## config.mk

```make
export PLATFORM = sky130hd
export DESIGN_NAME = out_serial_queue_flat
export DESIGN_NICKNAME = d
export VERILOG_FILES = /design/src/rtl/out_serial_queue.sv /design/src/rtl/out_serial_queue_if.sv /design/src/flat_wrapper.sv
export SDC_FILE = /design/constraint.sdc
export NUM_CORES = 1
export LEC_CHECK = 0
export CAP_MARGIN = 5
export CORE_ASPECT_RATIO = 0.9
export CORE_UTILIZATION = 53
export CTS_BUF_LIST = sky130_fd_sc_hd__clkbuf_16
export CTS_CLUSTER_DIAMETER = 60
export DETAILED_ROUTE_END_ITERATION = 16
export PLACE_DENSITY = 0.91
export SLEW_MARGIN = 20
export SYNTH_ARGS = -nofsm -noshare
export SYNTH_HDL_FRONTEND = slang
export SYNTH_SLANG_ARGS = --single-unit
```

## constraint.sdc

```tcl
create_clock -name clk -period 8.5 [get_ports clk]
set_clock_uncertainty 0.1 [all_clocks]
set_input_delay 2.125 -clock clk [delete_from_list [all_inputs] [get_ports clk]]
set_output_delay 2.125 -clock clk [all_outputs]
set_load 0.01 [all_outputs]
```

## src/rtl/out_serial_queue.sv

```systemverilog
// out_serial_queue: in-order OUT queue between issue and commit; snoops CDBs and feeds the UART sender.
// Macro OUT_WORD_MODE_EN enables 4-byte word-mode OUTs; without it every entry is a single byte.
package out_serial_queue_pkg;
  localparam int unsigned ROB_WIDTH = 4;

  typedef struct packed {
    logic                 valid;
    logic [ROB_WIDTH-1:0] tag;
    logic [31:0]          data;
  } cdb_t;

  function automatic logic tag_match(cdb_t c, logic [ROB_WIDTH-1:0] tag);
    return c.valid && (c.tag == tag);
  endfunction
endpackage

module out_serial_queue
  import out_serial_queue_pkg::*;
#(
  parameter int unsigned N_ENTRY = 4,
  parameter int unsigned N_CDB   = 1
) (
  input  logic       clk,
  input  logic       reset,
  input  cdb_t       gpr_read,
  input  cdb_t       gpr_cdb [N_CDB],
  input  logic       issue_word,
  req_if.sink        issue_req,
  req_if.sink        commit_req,
  input  logic       sender_ready,
  output logic       sender_valid,
  output logic [7:0] sender_in
);
  localparam int unsigned CW = $clog2(N_ENTRY) + 1;
`ifdef OUT_WORD_MODE_EN
  localparam int unsigned DW = 32;
`else
  localparam int unsigned DW = 8;
`endif

  typedef struct packed {
    logic                 valid;
    logic [ROB_WIDTH-1:0] tag;
    logic [DW-1:0]        data;
`ifdef OUT_WORD_MODE_EN
    logic                 word;
`endif
  } entry_t;

  entry_t        e_q   [N_ENTRY];
  entry_t        e_upd [N_ENTRY];
  entry_t        e_d   [N_ENTRY];
  entry_t        new_e;
  logic [CW-1:0] count_q, count_d, slot;
  logic          head_ok, last, send, commit, issue;

  // CDB snoop of stored entries and of the issuing operand; the lowest port index wins.
  always_comb begin
    new_e.valid = gpr_read.valid;
    new_e.tag   = gpr_read.tag;
    new_e.data  = gpr_read.data[DW-1:0];
`ifdef OUT_WORD_MODE_EN
    new_e.word  = issue_word;
`endif
    for (int k = int'(N_CDB) - 1; k >= 0; k--) begin
      if (!gpr_read.valid && tag_match(gpr_cdb[k], gpr_read.tag)) begin
        new_e.valid = 1'b1;
        new_e.data  = gpr_cdb[k].data[DW-1:0];
      end
    end
    for (int unsigned i = 0; i < N_ENTRY; i++) begin
      e_upd[i] = e_q[i];
      for (int k = int'(N_CDB) - 1; k >= 0; k--) begin
        if (!e_q[i].valid && tag_match(gpr_cdb[k], e_q[i].tag)) begin
          e_upd[i].valid = 1'b1;
          e_upd[i].data  = gpr_cdb[k].data[DW-1:0];
        end
      end
    end
  end

  assign head_ok = (count_q != '0) && e_q[0].valid;

`ifdef OUT_WORD_MODE_EN
  logic [1:0] byte_idx_q, byte_idx_d;

  assign last      = e_q[0].word ? (byte_idx_q == 2'd3) : 1'b1;
  assign sender_in = e_q[0].data[{byte_idx_q, 3'b000} +: 8];

  always_comb begin
    byte_idx_d = byte_idx_q;
    if (send) byte_idx_d = last ? 2'd0 : byte_idx_q + 2'd1;
  end

  always_ff @(posedge clk) begin
    if (reset) byte_idx_q <= '0;
    else       byte_idx_q <= byte_idx_d;
  end
`else
  logic unused_bits;

  assign last      = 1'b1;
  assign sender_in = e_q[0].data[7:0];

  // Upper operand bits and the mode flag have no use in a byte-only queue.
  always_comb begin
    unused_bits = issue_word ^ (^gpr_read.data[31:8]);
    for (int unsigned k = 0; k < N_CDB; k++) unused_bits = unused_bits ^ (^gpr_cdb[k].data[31:8]);
  end
`endif

  assign sender_valid     = commit_req.valid && head_ok;
  assign send             = sender_valid && sender_ready;
  assign commit_req.ready = sender_ready && head_ok && last;
  assign commit           = commit_req.valid && commit_req.ready;
  assign issue_req.ready  = commit || (count_q < CW'(N_ENTRY));
  assign issue            = issue_req.valid && issue_req.ready;

  // Shift on commit; the new entry lands just behind the last occupied slot.
  always_comb begin
    slot    = commit ? count_q - CW'(1) : count_q;
    count_d = count_q;
    if (commit && !issue)      count_d = count_q - CW'(1);
    else if (issue && !commit) count_d = count_q + CW'(1);
    for (int unsigned i = 0; i < N_ENTRY; i++) begin
      e_d[i] = commit ? e_upd[(i + 1) % N_ENTRY] : e_upd[i];
      if (issue && (slot == CW'(i))) e_d[i] = new_e;
    end
  end

  always_ff @(posedge clk) begin
    if (reset) count_q <= '0;
    else       count_q <= count_d;
  end

  always_ff @(posedge clk) begin
    for (int unsigned i = 0; i < N_ENTRY; i++) e_q[i] <= e_d[i];
  end
endmodule

```

## src/rtl/out_serial_queue_if.sv

```systemverilog
// req_if: valid/ready handshake used for the issue and commit requests of out_serial_queue.
interface req_if;
  logic valid;
  logic ready;

  modport sink (input valid, output ready);
  modport source (output valid, input ready);
endinterface

```

## src/flat_wrapper.sv

```systemverilog
// flat-port wrapper written by rule: the top's interface ports become plain ports
module out_serial_queue_flat import out_serial_queue_pkg::*;
#(
  parameter int unsigned N_ENTRY = 4,
  parameter int unsigned N_CDB   = 1
)
  (clk, reset, gpr_read, gpr_cdb, issue_word, sender_ready, sender_valid, sender_in, issue_req_valid, issue_req_ready, commit_req_valid, commit_req_ready);
  req_if issue_req_i ();
  req_if commit_req_i ();
  input  logic clk;
  input  logic reset;
  input  cdb_t gpr_read;
  input  cdb_t gpr_cdb[N_CDB];
  input  logic issue_word;
  input  logic sender_ready;
  output logic sender_valid;
  output logic [7:0] sender_in;
  input wire logic [$bits(issue_req_i.valid)-1:0] issue_req_valid;
  output wire logic [$bits(issue_req_i.ready)-1:0] issue_req_ready;
  input wire logic [$bits(commit_req_i.valid)-1:0] commit_req_valid;
  output wire logic [$bits(commit_req_i.ready)-1:0] commit_req_ready;
  assign issue_req_i.valid = issue_req_valid;
  assign issue_req_ready = issue_req_i.ready;
  assign commit_req_i.valid = commit_req_valid;
  assign commit_req_ready = commit_req_i.ready;
  out_serial_queue #(.N_ENTRY(N_ENTRY), .N_CDB(N_CDB)) u_core (.clk(clk), .reset(reset), .gpr_read(gpr_read), .gpr_cdb(gpr_cdb), .issue_word(issue_word), .issue_req(issue_req_i), .commit_req(commit_req_i), .sender_ready(sender_ready), .sender_valid(sender_valid), .sender_in(sender_in));
endmodule
```

* After elaboration in Yosys (flattened, before gate mapping)
Memory sizes are Yosys's and may differ from the RTL's. Cells that the tools add are included.
Operators by class: equal/unequal tests 8, reductions and logical operators 32, magnitude comparators 1, mux-type cells 21, $add $sub $neg 2
Operator list (count):
- 13-bit 2-to-1 mux | 8
- 8-bit 2-to-1 mux | 5
- 1-bit logical AND | 21
- 4-bit == test | 5
- 3-bit 2-to-1 mux | 3
- 1-bit logical NOT | 7
- 3-bit by 2-bit == test with 1-bit output (second input constant) | 2
- 1-bit 2-to-1 mux | 5
- 3-bit by 1-bit adder with 3-bit output (second input constant) | 1
- 3-bit by 1-bit == test with 1-bit output (second input constant) | 1
- 3-bit logical NOT | 1
- 3-bit < comparator (second input constant) | 1
- 3-bit nonzero test | 1
- 3-bit by 1-bit subtractor with 3-bit output (second input constant) | 1
- 2-bit nonzero test | 1
- 1-bit logical OR | 1
Storage, ports and cells: memories 1, input port bits 80, RAM bits 52, output and inout bits 11, logic and storage cells 66, register bits after elaboration 3
Memories:
- u_core.e_q | depth 4, width 13, read ports 4, clocked after Yosys merged registers in 0, wr ports 4, line out_serial_queue.sv:50 | entry_t e_q [N_ENTRY];

* Longest topological paths before layout
Gate-level depths: netlist of run 1.
word-level depth 9, depth in mapped cells 13, gate-level depth less buffers 10

* Least setup slack after synthesis of run 1
Ideal clock, no wire load.
path type input to output, from input sender_ready, to output issue_req_ready, cell stages on the path 6, required time 6275 ps, path buffers 3, slack 2982 ps, data arrival time 3293 ps, cells stage by stage and2_1 -> nand3_2 -> buf_2 -> clkbuf_1 -> clkbuf_1 -> nand2_1
Between the ends: longest elaborated chain between the ends 3
Ends and longest elaborated chain:
- from (decl) | line flat_wrapper.sv:15 | input logic sender_ready;
- 1-bit logical AND | line out_serial_queue.sv:114 | assign commit_req.ready = sender_ready && head_ok && last;
- 1-bit logical AND | line out_serial_queue.sv:115 | assign commit = commit_req.valid && commit_req.ready;
- 1-bit logical OR | line out_serial_queue.sv:116 | assign issue_req.ready = commit || (count_q < CW'(N_ENTRY));
- to (decl) | line flat_wrapper.sv:19 | output wire logic [$bits(issue_req_i.ready)-1:0] issue_req_ready;
Every way passes these cells.

* Final worst setup path of run 1
Ends and elaborated chain as after synthesis.

==> run metrics, run 1 <==
status finished clean; global-route usage over all layers 28.5%; CP Capture Type output port; worst min path class reg -> reg; largest net degree at the start of global routing 48; post-layout util 62.9%; Final Max Tran Viols 0; syn_nets 456; final total power between 1 and 1.5 mW; H-tree depth 2; Post-Synthesis Cells 372; Final GP Congestion 0.813; DR WL/cell just under 20 um; critical path type in -> out; Max IR drop VDD 0.000118 V; dpl hpwl 5780 um; Netlist cell types 54; Die Area 6670 um^2; DRT Pass-1 Iters 5; DRT iter0 DRCs 380; Routed WL 9210 um; Cell Area, Synth 3360 um^2; YS warnings 0; Synth area leaders dfxtp_1 (23%), edfxtp_1 (14%), o221a_2 (5.4%), o21ai_0 (5.2%), o32ai_1 (4.4%); die height 77.6 um; Async SR Flop Fraction 0%; Post-Synthesis Mean Instance Area 9.04 um^2; Max-slew headroom 27.8%; Post-synth EDFFs 16; Remaining DRCs 0; leakage power figure 1.47 nW; post-cts sizing count 0; sequential share of the synthesized area 37.5%; grt ovf 0; Core Area between 6000 and 7000 um^2; PortBufs just over 40; leading area contributor after synthesis dfxtp_1; RSZ-0062 raised after global routing false; CTS tree done; most common cell in the netlist dfxtp_1; Post-DRT Antenna Nets 0; CP max FO 47; Synth top cells by count dfxtp_1 (39), o21ai_0 (35), nand2_1 (31), nand3_1 (19), nor3_1 (19); WP data required between 6 and 7 ns; CP arrival between 3 and 4 ns; Final #Nets 470; Initial Util 55.0%; post-synthesis register bit count 55; top_reg_cell synth dfxtp_1; die width 86.0 um; vias in the first global route 3020; clk root buf clkbuf_16; layout cells sized above 1 11.4%; clk sinks 55; Final setup viols 0; area grow syn2layout 14.4%; crit share post-route between 70% and 80%; Rows 27; Post-CTS Hold Fix Bufs 0; TNS Setup 0 ns; min Tclk post-route 6.14 ns; Antenna Cells 0; Startpoint Class input pin; vias per cell between 6 and 7; Hold Vio Cnt, Final 0; clk slew on worst S/H paths 0.07 ns; num ports 91; MaxCap Viol Count 0; post-CTS repair timing setup buffer count 0; global-route wire length before repair 14900 um; post-synth top area share between 20 and 25%; Skew-Pair Late Insertion Delay 0.30 ns; pwr dens 303 nW/um^2; Least-Margin Pin Slew approximately 1.1 ns; Max Fclk 0.163 GHz; via count 3119; clock buffer depth 2; # fillers 489; initial antenna violation count 0; TritonCTS buffer count 5
==> through the flow <==
step	instance area [um^2]	hold slack [ns]	worst slack [ns]	cells
2_1_floorplan	3360	0.394	2.98	372
3_3_place_gp	3690	0.425	2.33	466
3_5_place_dp	3690	0.431	2.19	466
4_1_cts	3850	0.462	2.36	473
5_1_grt	3850	0.506	2.16	473
6_report	3850	0.456	2.36	473
==> metal layers <==
| metal | vias to the layer above | global-route usage, % | part of all wire, % |
|---|---|---|---|
| met5 | - | 0 | 0 |
| met4 | 0 | 11.8 | 1.7 |
| met3 | 13 | 5.64 | 8.3 |
| met2 | 200 | 47.2 | 48 |
| met1 | 1487 | 36.1 | 42 |
| li1 | 1419 | - | - |
==> worst max-delay path, cell delays in order <==
cell and delay, ns:
clkdlybuf4s50_1 0.39, and2_1 0.20, nand3_2 0.09, buf_4 0.43, nand2_1 0.15, clkdlybuf4s50_1 0.50
==> cell families after synthesis <==
logic type               share of synthesized area (%)
flip-flops                                        37.5
AND/OR/NAND/NOR                                   18.9
buffers and inverters                             7.63
AO/OA/AOI/OAI                                     23.4
multiplexers                                      5.40
adder cells (fa/ha/maj)                           1.49
XOR/XNOR                                          5.73
==> state kept, by name (all words and copies together), names as in the netlist <==
register	cells
u_core.count_q	3
u_core.e_q	52
==> final cells by class <==
type                       instances  area [um^2]  share of cell area [%]
tap                               87          109                    2.83
inverter                          15         57.6                    1.50
clock inverter                     1         6.26                   0.163
clock buffer                       6          150                    3.90
multi-input combinational        267         1840                    48.0
timing repair buffer              42          418                    10.9
sequential                        55         1260                    32.8
==> path summary, 6_finish.rpt <==
kind                                                     start                        endpoint  slack, ns  depth (start not counted)
worst min-delay path            u_core.count_q[1]$_SDFFE_PP0P_  u_core.count_q[1]$_SDFFE_PP0P_       0.46                          2
worst max register to register  u_core.count_q[0]$_SDFFE_PP0P_        u_core.e_q[0][6]$_DFF_P_       3.99                         10
worst max-delay path                              sender_ready                 issue_req_ready       2.36                          6
worst min register to register  u_core.count_q[1]$_SDFFE_PP0P_  u_core.count_q[1]$_SDFFE_PP0P_       0.46                          2
==> placed cells by master, fill, tap and decap left out, drive strengths merged, types with 3 or more instances in the layout <==
| cell | netlist | layout |
|---|---|---|
| a211oi | 4 | 4 |
| a21oi | 3 | 3 |
| a22oi | 8 | 8 |
| a31oi | 3 | 3 |
| and3 | 5 | 5 |
| clkbuf | 10 | 6 |
| clkdlybuf4s50 | 0 | 41 |
| dfxtp | 39 | 39 |
| edfxtp | 16 | 16 |
| ha | 4 | 4 |
| inv | 14 | 15 |
| mux2 | 6 | 6 |
| mux2i | 11 | 11 |
| nand2 | 31 | 31 |
| nand2b | 3 | 3 |
| nand3 | 21 | 21 |
| nand4 | 3 | 3 |
| nor2 | 12 | 12 |
| nor2b | 4 | 4 |
| nor3 | 20 | 20 |
| o21ai | 38 | 38 |
| o221a | 16 | 16 |
| o22ai | 8 | 8 |
| o32ai | 17 | 17 |
| or3 | 10 | 10 |
| xnor2 | 11 | 11 |
| xor2 | 11 | 11 |
==> report_power, final <==
part	switching (mW)	internal, mW
clock	0.0981	0.126
sequential	0.0789	0.389
combinational	0.233	0.241
Power figures use the tool's default switching activity.
==> run 2: changes to the inputs <==
--- a/config.mk
+++ b/config.mk
@@ -7,11 +7,11 @@
 export LEC_CHECK = 0
 export CAP_MARGIN = 5
 export CORE_ASPECT_RATIO = 0.9
-export CORE_UTILIZATION = 53
+export CORE_UTILIZATION = 49
 export CTS_BUF_LIST = sky130_fd_sc_hd__clkbuf_16
 export CTS_CLUSTER_DIAMETER = 60
 export DETAILED_ROUTE_END_ITERATION = 16
-export PLACE_DENSITY = 0.91
+export PLACE_DENSITY = 0.85
 export SLEW_MARGIN = 20
 export SYNTH_ARGS = -nofsm -noshare
 export SYNTH_HDL_FRONTEND = slang
==> constraint.sdc (replaced) <==
create_clock -name clk -period 6.16 [get_ports clk]
set_clock_uncertainty 0.1 [all_clocks]
set_input_delay 1.54 -clock clk [delete_from_list [all_inputs] [get_ports clk]]
set_output_delay 1.54 -clock clk [all_outputs]
set_load 0.01 [all_outputs]
==> run metrics, run 2 (synthesis results as in run 1) <==
status finished clean; layout cells sized above 1 12.2% (+0.85 points); Reg with most FFs u_core.e_q; Final #Nets 475 (+1.1%); grt ovf 0 (unchanged); Max IR drop VDD 0.000191 V (+61%); CP arrival 3.01 ns (-0.90 ns); commonest non-fill, non-tap cells in the layout clkdlybuf4s50_1 (41), dfxtp_1 (39), o21ai_0 (35), nand2_1 (31); global-route wire length before repair 14400 um (-3.4%); Routed WL 8900 um (-3.3%); crit-path cells clkdlybuf4s50_1 > and2_1 > nand3_2 > nand2_1 > clkdlybuf4s50_1; vias per cell 6.34 (-3.8%); post-cts sizing count 0 (unchanged); Max Fclk 0.215 GHz; Final Max Tran Viols 0 (unchanged); Max-slew headroom 41.7% (+14 points); worst min path class reg -> reg; top flop regs u_core.e_q (52), u_core.count_q (3); vias in the first global route 2853 (-5.5%); Post-DRT Antenna Nets 0 (unchanged); Critical-path top delay cell clkdlybuf4s50_1; critical path type in -> out; Multi-input gate area 1840 um^2 (unchanged); Final setup viols 0 (unchanged); Startpoint Class input pin; buffer and inverter count on the worst path 2 (-1); most used cell, CP clkdlybuf4s50_1; Hold Slack 0.457 ns (+0.00167 ns); PortBufs 41 (unchanged); Core Area 6590 um^2 (+7.7%); num ports 91 (unchanged); TNS Setup 0 ns (unchanged); global-route usage over all layers 26.2% (-2.3 points); Post-CTS Hold Fix Bufs 0 (unchanged); CP Capture Type output port; final total power 1.58 mW (+35%); initial antenna violation count 0 (unchanged); most common cell after layout, fill and taps aside clkdlybuf4s50_1; post-CTS repair timing setup buffer count 0 (unchanged); DRT Pass-1 Iters 5 (unchanged); H-tree depth 2 (unchanged); dpl hpwl 5920 um (+2.5%); MaxCap Viol Count 0 (unchanged); Top delay family on crit path buffers and inverters; Skew-Pair Late Insertion Delay 0.30 ns (about the same); DR WL/cell 18.5 um (-5.1%); area grow syn2layout 15.2%; post-layout util 58.8% (-4.1 points); RSZ-0062 raised after global routing false; CP peak stage delay 0.54 ns (+0.04 ns); clk root buf clkbuf_16; Hold Vio Cnt, Final 0 (unchanged); CP max FO 6 (-87%); clk sinks 55 (unchanged); via count 3058 (-2.0%); max FFs per register 52 (unchanged); dpl cell area 3730 um^2 (+1.1%); leakage power figure 1.50 nW (+1.5%); Die Area 7200 um^2 (+7.9%); DRT iter0 DRCs 350 (-7.9%); # fillers 589 (+20%); Antenna Cells 0 (unchanged); crit share post-route 75.4%; Remaining DRCs 0 (unchanged); final instance area 3870 um^2 (+0.68%); CTS tree done; clk slew on worst S/H paths 0.07 ns (about the same); clock buffer depth 2 (unchanged); min Tclk post-route 4.65 ns; Reg area 1260 um^2 (unchanged); Least-Margin Pin Slew 0.874 ns (-0.206 ns); Rows 28 (+3.7%); Initial Util 51.0% (-3.9 points); WP data required 4.52 ns (-1.76 ns); largest net degree at the start of global routing 46 (-4.2%); TritonCTS buffer count 5 (unchanged); Final GP Congestion 0.858 (+5.6%); die width 89.3 um (+3.9%); die height 80.6 um (+3.9%); pwr dens 407 nW/um^2 (+34%)
-- run 2: cell count changes in the layout (fill, tap and decap cells not counted) --
cell,delta
buf_4,+5
inv_1,+2
clkbuf_16,-1
inv_4,-1
inv_6,+1
-- run 2: report_power, final --
part | switching (mW) | internal [mW] | total, mW
Combinational | 0.314 | 0.337 | 0.652
Sequential | 0.106 | 0.537 | 0.643
Clock | 0.131 | 0.150 | 0.280
-- run 2: cell type report --
type	count	share of cell area, %
sequential	55	32.6
clock inverter	3	0.420
multi-input combinational	267	47.6
timing repair buffer	47	11.8
tap	90	2.91
inverter	15	1.49
clock buffer	5	3.23
-- run 2: routing by layer --
| metal | global-route usage [%] | part of all wire, % | vias up |
|---|---|---|---|
| met3 | 3.70 | 6.1 | 14 |
| met4 | 9.68 | 1.6 | 0 |
| met1 | 35.7 | 43 | 1481 |
| li1 | - | - | 1432 |
| met5 | 0 | 0 | - |
| met2 | 42.1 | 49 | 131 |
-- run 2: tightest hold or removal path: stages, from the launching register on --
cell and delay [ns]:
dfxtp_1 0.33, inv_1 0.10, a211oi_1 0.08
-- run 2: worst paths after layout --
kind	cells past startpoint	startpoint	endpoint	slack, ns
setup / recovery	5	sender_ready	issue_req_ready	1.51
hold / removal	2	u_core.count_q[1]$_SDFFE_PP0P_	u_core.count_q[1]$_SDFFE_PP0P_	0.46
setup reg to reg	10	u_core.count_q[0]$_SDFFE_PP0P_	u_core.e_q[0][2]$_DFF_P_	3.08
hold reg to reg	2	u_core.count_q[1]$_SDFFE_PP0P_	u_core.count_q[1]$_SDFFE_PP0P_	0.46
-- run 2: stage by stage --
stage | worst slack, ns | std cells
floorplan | 1.81 | 372
global placement | 1.51 | 474
detailed placement | 1.51 | 474
CTS | 1.49 | 482
global route | 1.43 | 482
finish | 1.51 | 482
==> run 3: changes to the inputs <==
==> constraint.sdc (replaced) <==
create_clock -name clk -period 4.3 [get_ports clk]
set_clock_uncertainty 0.1 [all_clocks]
set_input_delay 1.075 -clock clk [delete_from_list [all_inputs] [get_ports clk]]
set_output_delay 1.075 -clock clk [all_outputs]
set_load 0.01 [all_outputs]
==> run metrics, run 3 (synthesis results as in run 1) <==
Initial Util 51.0% (unchanged); max FFs per register 52 (unchanged); status finished clean; Final setup viols 0 (unchanged); Post-CTS Hold Fix Bufs 0 (unchanged); switching portion of total power 33.7% (-1.3 points); Rows 28 (unchanged); grt ovf 0 (unchanged); clk slew on worst S/H paths 0.07 ns (about the same); most used cell, CP clkdlybuf4s50_1; Post-DRT Antenna Nets 0 (unchanged); Die Area 7200 um^2 (unchanged); Setup WS pre-CTS 0.586 ns (-0.928 ns); DR WL/cell 18.3 um (-0.76%); vias per cell 6.35 (about the same); Hold Slack 0.459 ns (+0.00171 ns); Least-Margin Pin Slew 0.823 ns (-0.0515 ns); top flop regs u_core.e_q (52), u_core.count_q (3); pwr dens 598 nW/um^2 (+47%); die width 89.3 um (unchanged); CP Capture Type output port; WP data required 3.12 ns (-1.40 ns); Antenna Cells 0 (unchanged); H-tree depth 2 (unchanged); vias in the first global route 2897 (+1.5%); PortBufs 41 (unchanged); CP max FO 6 (unchanged); leakage power figure 1.54 nW (+3.2%); clock buffer depth 2 (unchanged); Max-slew headroom 44.8% (+3.1 points); critical path type in -> out; crit share post-route a little under 90%; commonest non-fill, non-tap cells in the layout clkdlybuf4s50_1 (41), dfxtp_1 (39), o21ai_0 (35), nand2_1 (31); largest net degree at the start of global routing 46 (unchanged); Psw 801 uW (+45%); clk sinks 55 (unchanged); MaxCap Viol Count 0 (unchanged); Seq pwr share 38.8% (-2.0 points); die height 80.6 um (unchanged); CTS tree done; DRT iter0 DRCs 288 (-18%); via count 3097 (+1.3%); Final GP Congestion 0.816 (-4.9%); Final Max Tran Viols 0 (unchanged); Gate power share 39.6% (-1.8 points); dpl hpwl 5950 um (+0.50%); Hold Vio Cnt, Final 0 (unchanged); min Tclk post-route 3.72 ns; non-filler cells, final 488 (+1.2%); RSZ-0062 raised after global routing false; most common cell after layout, fill and taps aside clkdlybuf4s50_1; post-cts sizing count 0 (unchanged); crit-path cells clkdlybuf4s50_1 > and2_1 > nand3_2 > nand2_1 > clkdlybuf4s50_1; global-route usage over all layers 25.7% (-0.56 points); Max Fclk ~0.27 GHz; Routed WL 8940 um (+0.47%); TNS Setup 0 ns (unchanged); Core Area 6590 um^2 (unchanged); layout cells sized above 1 14.1% (+1.8 points); post-CTS repair timing setup buffer count 0 (unchanged); Max IR drop VDD 0.000241 V (+26%); number of placed instances with taps included 480 (+1.3%); Startpoint Class input pin; final worst setup slack 0.583 ns (-0.930 ns); CP arrival 2.54 ns (-0.47 ns); Pint 1.57 mW (+54%); Reg with most FFs u_core.e_q; area grow syn2layout 18.0%; power share of the clock group 21.7% (+3.9 points); CP peak stage delay 0.54 ns (about the same); initial antenna violation count 0 (unchanged); Remaining DRCs 0 (unchanged); DRT Pass-1 Iters 6 (+1); num ports 91 (unchanged); TritonCTS buffer count 5 (unchanged); Final #Nets 481 (+1.3%); clk root buf clkbuf_16; Skew-Pair Late Insertion Delay 0.30 ns (about the same); Critical-path top delay cell clkdlybuf4s50_1; global-route wire length before repair 14100 um (-2.1%); worst min path class reg -> reg; # fillers 566 (-3.9%)
[run 3: worst max-delay path: cells and delay by family]
kind                   cells  cell delay (ns)
buffers and inverters      2             0.99
AND/OR/NAND/NOR            3             0.48
[run 3: stage by stage]
step,power (mW),cell area (um^2),utilization [%]
6_report,2.37,3970,60.2
5_1_grt,2.51,3970,60.2
4_1_cts,2.35,3970,60.2
3_5_place_dp,1.83,3780,57.3
2_1_floorplan,1.61,3360,-
3_3_place_gp,1.79,3780,57.3
[run 3: final timing paths]
| kind | to | cells after the start | slack (ns) | from |
|---|---|---|---|---|
| max | issue_req_ready | 5 | 0.58 | sender_ready |
| min | u_core.count_q[1]$_SDFFE_PP0P_ | 2 | 0.46 | u_core.count_q[1]$_SDFFE_PP0P_ |
| max reg2reg | u_core.e_q[2][7]$_DFF_P_ | 9 | 1.40 | u_core.count_q[0]$_SDFFE_PP0P_ |
| min reg2reg | u_core.count_q[1]$_SDFFE_PP0P_ | 2 | 0.46 | u_core.count_q[1]$_SDFFE_PP0P_ |
[run 3: final cells by class]
class / count / area (um^2) / share of cell area (%)
clock buffer: 6 / 150 / 3.78
clock inverter: 2 / 41.3 / 1.04
inverter: 15 / 57.6 / 1.45
multi-input combinational: 267 / 1840 / 46.5
sequential: 55 / 1260 / 31.8
tap: 90 / 113 / 2.84
timing repair buffer: 53 / 500 / 12.6
[run 3: layer usage]
layer | up-vias | wire, um | global-route usage, %
met5 | - | 0 | 0
met4 | 0 | 137 | 8.57
met3 | 16 | 674 | 4.11
met2 | 143 | 4420 | 43.6
met1 | 1492 | 3710 | 32.9
li1 | 1446 | - | -
[run 3: power by group through the flow]
stage | Clock [mW] | Combinational, mW | Sequential, mW
floorplan | 0 | 0.736 | 0.876
global placement | 0 | 0.877 | 0.913
detailed placement | 0 | 0.915 | 0.920
CTS | 0.511 | 0.928 | 0.914
global route | 0.536 | 1.03 | 0.938
finish | 0.514 | 0.940 | 0.920
